--- src/rtl/imem_access_arbiter.sv ---
// Arbitrates the single-port instruction memory between the fetch stage and the loader port.
// Optional build macro IMEM_WR_PROTECT_EN: loader writes are granted only while HALTED.
module imem_access_arbiter #(
   parameter int unsigned ADDR_WIDTH = 8,
   parameter int unsigned INST_WIDTH = 32,
   parameter int unsigned MAX_WAIT   = 4
) (
   input  logic                  i_clk,
   input  logic                  i_rst_n,
   input  logic                  i_f_req,
   input  logic [ADDR_WIDTH-1:0] i_f_addr,
   output logic                  o_f_gnt,
   output logic                  o_f_rvalid,
   output logic [INST_WIDTH-1:0] o_f_rdata,
   input  logic                  i_l_req,
   input  logic                  i_l_we,
   input  logic [ADDR_WIDTH-1:0] i_l_addr,
   input  logic [INST_WIDTH-1:0] i_l_wdata,
   output logic                  o_l_gnt,
   output logic                  o_l_rvalid,
   output logic [INST_WIDTH-1:0] o_l_rdata,
   input  logic                  i_halt_req,
   output logic                  o_halted,
   output logic                  o_mem_en,
   output logic                  o_mem_we,
   output logic [ADDR_WIDTH-1:0] o_mem_addr,
   output logic [INST_WIDTH-1:0] o_mem_wdata,
   input  logic [INST_WIDTH-1:0] i_mem_rdata
);

   localparam int unsigned CNT_W = $clog2(MAX_WAIT + 1);

   typedef enum logic [1:0] {
      ST_RUN    = 2'd0,
      ST_DRAIN  = 2'd1,
      ST_HALTED = 2'd2
   } state_t;

   state_t                r_state;
   state_t                w_state_nxt;
   logic [CNT_W-1:0]      r_wait_cnt;
   logic [CNT_W-1:0]      w_wait_nxt;
   logic                  r_f_pend;
   logic                  r_l_pend;
   logic [INST_WIDTH-1:0] r_f_rdata;
   logic [INST_WIDTH-1:0] r_l_rdata;
   logic                  r_halted;
   logic                  w_f_gnt;
   logic                  w_l_gnt;
   logic                  w_l_elig;
   logic                  w_l_cnt_req;
   logic                  w_starved;

`ifdef IMEM_WR_PROTECT_EN
   // Writes wait for HALTED and never accumulate starvation credit.
   assign w_l_elig    = i_l_req && (!i_l_we || (r_state == ST_HALTED));
   assign w_l_cnt_req = i_l_req && !i_l_we;
`else
   assign w_l_elig    = i_l_req;
   assign w_l_cnt_req = i_l_req;
`endif

   assign w_starved = (r_wait_cnt == CNT_W'(MAX_WAIT));

   // Next-state, grant and starvation-counter logic.
   always_comb begin
      w_state_nxt = r_state;
      w_f_gnt     = 1'b0;
      w_l_gnt     = 1'b0;
      w_wait_nxt  = '0;
      case (r_state)
         ST_RUN: begin
            if (i_f_req && !(w_l_elig && w_starved)) begin
               w_f_gnt = 1'b1;
            end else begin
               w_l_gnt = w_l_elig;
            end
            if (i_halt_req) begin
               w_state_nxt = ST_DRAIN;
            end
         end
         ST_DRAIN: begin
            // No fetch is granted here, so the only possible in-flight fetch
            // (issued in the last RUN cycle) completes during this cycle.
            w_l_gnt = w_l_elig;
            if (!i_halt_req) begin
               w_state_nxt = ST_RUN;
            end else begin
               w_state_nxt = ST_HALTED;
            end
         end
         ST_HALTED: begin
            w_l_gnt = w_l_elig;
            if (!i_halt_req) begin
               w_state_nxt = ST_RUN;
            end
         end
         default: begin
            w_state_nxt = ST_RUN;
         end
      endcase
      if (w_l_cnt_req && !w_l_gnt) begin
         w_wait_nxt = w_starved ? r_wait_cnt : r_wait_cnt + CNT_W'(1);
      end
   end

   always_ff @(posedge i_clk or negedge i_rst_n) begin
      if (!i_rst_n) begin
         r_state    <= ST_RUN;
         r_wait_cnt <= '0;
         r_halted   <= 1'b0;
      end else begin
         r_state    <= w_state_nxt;
         r_wait_cnt <= w_wait_nxt;
         r_halted   <= (w_state_nxt == ST_HALTED);
      end
   end

   // Read-return tracking; rdata registers keep the last delivered word.
   always_ff @(posedge i_clk or negedge i_rst_n) begin
      if (!i_rst_n) begin
         r_f_pend  <= 1'b0;
         r_l_pend  <= 1'b0;
         r_f_rdata <= '0;
         r_l_rdata <= '0;
      end else begin
         r_f_pend <= w_f_gnt;
         r_l_pend <= w_l_gnt && !i_l_we;
         if (r_f_pend) begin
            r_f_rdata <= i_mem_rdata;
         end
         if (r_l_pend) begin
            r_l_rdata <= i_mem_rdata;
         end
      end
   end

   assign o_f_gnt    = w_f_gnt;
   assign o_l_gnt    = w_l_gnt;
   assign o_halted   = r_halted;
   assign o_f_rvalid = r_f_pend;
   assign o_l_rvalid = r_l_pend;
   // Memory data arrives in the return cycle; pass it through while valid.
   assign o_f_rdata  = r_f_pend ? i_mem_rdata : r_f_rdata;
   assign o_l_rdata  = r_l_pend ? i_mem_rdata : r_l_rdata;

   assign o_mem_en    = w_f_gnt || w_l_gnt;
   assign o_mem_we    = w_l_gnt && i_l_we;
   assign o_mem_addr  = w_f_gnt ? i_f_addr : (w_l_gnt ? i_l_addr : '0);
   assign o_mem_wdata = w_l_gnt ? i_l_wdata : '0;

endmodule

--- config.mk ---
export PLATFORM = sky130hd
export DESIGN_NAME = imem_access_arbiter
export DESIGN_NICKNAME = d
export VERILOG_FILES = /design/src/rtl/imem_access_arbiter.sv
export SDC_FILE = /design/constraint.sdc
export NUM_CORES = 1
export LEC_CHECK = 0
export CORE_UTILIZATION = 37
export DETAILED_ROUTE_END_ITERATION = 16
export GPL_TIMING_DRIVEN = 0
export PLACE_DENSITY = 0.81
export RECOVER_POWER = 100
export SKIP_CTS_REPAIR_TIMING = 1
export SYNTH_ARGS = -nofsm -noshare
export SYNTH_HDL_FRONTEND = slang
export SYNTH_SLANG_ARGS = --single-unit
--- constraint.sdc ---
create_clock -name i_clk -period 1.9 [get_ports i_clk]
set_input_delay 0.38 -clock i_clk [delete_from_list [all_inputs] [get_ports i_clk]]
set_output_delay 0.38 -clock i_clk [all_outputs]
set_load 0.01 [all_outputs]
==> flow_summary.toml <==
[status]
status = "complete, but fails checks"
violations = "capacitance limit, slew limit, setup timing"

[grt]
grtUsageTotal_pct = 18.8
antenna_found_initial = 0
grt_pass1_vias = 2481
gr-total-overflow = 0
grt_pass1_wl_mm = 12.8
grt_max_degree = 73

[timing]
finalHoldViolCount = 0
fin_crit_sh_pct = 127
setup_tns_ns = -32.61
period_minus_slack_ns = 2.42
slew_headroom_pct = -4.91
drv_slew = 73
rsz0062_at_grt = "yes"
setup_slack_ns = -0.519
fin_skew_ns = 0.00694
max_freq_ghz = 0.413
tightestPinTransition_ns = 1.57
setup_viol = 105

[detailed_routing]
vias_per_cell = 4.68
drt-total-wl_mm = 10.0
routedWlPerCell_um = 17.1
postRouteAntennaNets = 0
drt-pass1-iter-count = 4
drc = 0
route.vias.total = 2749
drtIter0Drc = 54

[clocking]
cts_buffers = 9
insertion_delay_ns = 0.34
h-tree-depth = 3
cts_sinks = 72
clk_pin_slew_ns = 0.07
clk_path_buf_depth = 2
cts-root-buf = "clkbuf_8"
tritoncts = "built"

[critical_path]
reg2regPathDepth = 4
startpoint_type = "register"
cp.arrival_ns = 2.04
reg2reg_slack_ns = 0.27
cp.required_ns = 1.52
path_class = "register to output pin"
crit_fanout = 6
r2r-start = "o_f_rvalid$_DFF_PN0_"
endpoint_kind = "output pin"
r2r_end = "r_f_rdata[17]$_DFF_PN0_"

[layout]
antenna_cells = 0
area_delta_synth_final_pct = 86.0
drive_gt1_share_pct = 52.6
fillCellCount = 611
post-route-util_pct = 71.3
multi_input_area_mm2 = 0.00147
register_area_mm2 = 0.00180
final_nets = 571

[place]
dp.final_hpwl_mm = 6.59
io_buffers = 196
gp_congestion = 0.733

[pwr]
seqPwrFrac_pct = 26.4
leakagePower_nw = 2.81
p_per_area_mw_per_mm2 = 1610
p_sw_mw = 3.28
ir_worst_vdd_v = 0.000877
p_comb_share_pct = 61.6
swShare_pct = 34.5
clockPowerShare_pct = 11.9
internal-power_mw = 6.23

[synthesis]
postSynthCellCount = 236
synth-edff-count = 0
synth_area_leaders = "dfrtp_1 57%, mux2_2 23%, and2_1 6.5%"
avgSynthCellArea_um2 = 13.4
ys_ff_latch = 72
ys.warnings.count = 0
yosysSeqAreaShare_pct = 56.9
synth.most_common_cell = "dfrtp_1"
synth_top_cell_by_area = "dfrtp_1"
ys_types = 25
ys.flop_type = "dfrtp_1"
synthArstFlopShare_pct = 100
synthTopCellsByCount = "72 x dfrtp_1, 65 x mux2_2, 33 x and2_1, 11 x o21ai_0, 8 x o2bb2ai_1"
syn_nets = 328
syn_area_mm2 = 0.00317
synth_top_area_share_pct = 56.9

[hold_path]
hold_class = "input port to async pin"

[die]
dieArea_mm2 = 0.00894
pin_count = 197
num_rows = 33
initial_core_util_pct = 38.4
die_x_um = 94.5
coreArea_mm2 = 0.00826
die_height_um = 94.5

[flow_run]
cap_violations = 1
==> cell type report <==
| class | count | area share, % |
|---|---|---|
| repair buffers | 233 | 36.2 |
| flip-flops and latches | 72 | 30.6 |
| multi-input cells | 145 | 25.0 |
| plain buffers | 11 | 2.34 |
| clock buffers | 12 | 2.29 |
| well taps | 105 | 2.23 |
| clock inverters | 3 | 0.743 |
| inverters | 6 | 0.510 |
| repair inverters | 1 | 0.127 |
==> worst max path at each step <==
stage / startpoint / endpoint
finish: r_state[0]$_DFF_PN0_ / o_mem_wdata[27]
global route: r_state[0]$_DFF_PN0_ / o_mem_wdata[4]
CTS: r_wait_cnt[0]$_DFFE_PN0P_ / o_mem_addr[4]
detailed placement: i_l_req / o_mem_addr[4]
global placement: i_rst_n / r_state[1]$_DFF_PN0_
floorplan: r_state[0]$_DFF_PN0_ / o_mem_wdata[22]
==> critical path, cell delays in order (launching register included) <==
cell and delay [ns]:
dfrtp_1 0.43, inv_2 0.08, ha_4 0.29, nor2b_4 0.05, a211o_4 0.38, inv_8 0.10
buf_6 0.12, and2_4 0.14, buf_6 0.10
==> cells by family (layout without fill, tap and decap cells) <==
kind of cell | after synthesis | count (layout) | synth area share, %
buf+inv | 19 | 266 | 3.24
flops | 72 | 72 | 56.9
fa+ha+maj | 6 | 6 | 2.37
simple gates | 49 | 49 | 9.08
mux | 66 | 66 | 23.4
compound gates | 24 | 24 | 5.02
==> stage by stage <==
step                      total power [mW]  instance area [um^2]  cells  setup WS [ns]  hold WS (ns)
after CTS                             8.88                  5440    552          -1.04         0.194
after detailed placement              7.71                  5260    537         -0.842         0.485
after global placement                7.57                  5260    537          -1.90         0.479
final                                 9.51                  5890    588         -0.519         0.445
after global routing                  10.1                  5890    588         -0.607         0.506
after floorplan                       4.87                  3170    236         0.0297        0.0844
==> registers in the layout (all words and copies together), names as in the netlist <==
register,count
o_f_rvalid,1
o_halted,1
o_l_rvalid,1
r_f_rdata,32
r_l_rdata,32
r_state,2
r_wait_cnt,3
==> cell usage in the layout, fill, tap and decap left out, types with 8 or more instances in the layout <==
cell type and n:
clkdlybuf4s50_1 87, dfrtp_1 72, buf_6 62, mux2_2 37, clkbuf_2 37, and2_4 30, buf_4 20, mux2_4 17
buf_2 12, mux2_1 11, o21ai_0 11, clkbuf_8 9, dlymetal6s2s_1 9, clkbuf_1 8
==> layer usage <==
| layer | part of all wire [%] | track usage, % | vias up |
|---|---|---|---|
| met5 | 0 | 0 | - |
| met4 | 0.75 | 5.30 | 0 |
| met3 | 4.7 | 5.72 | 9 |
| met2 | 52 | 30.8 | 71 |
| met1 | 42 | 24.0 | 1368 |
| li1 | - | - | 1301 |
==> power groups by stage <==
stage | combinational (mW) | clock (mW) | sequential (mW)
finish | 5.86 | 1.13 | 2.51
floorplan | 2.40 | 0 | 2.46
CTS | 5.23 | 1.16 | 2.49
global placement | 5.09 | 0 | 2.48
detailed placement | 5.19 | 0 | 2.52
global route | 6.24 | 1.24 | 2.59
(Power assumes the default switching activity.)
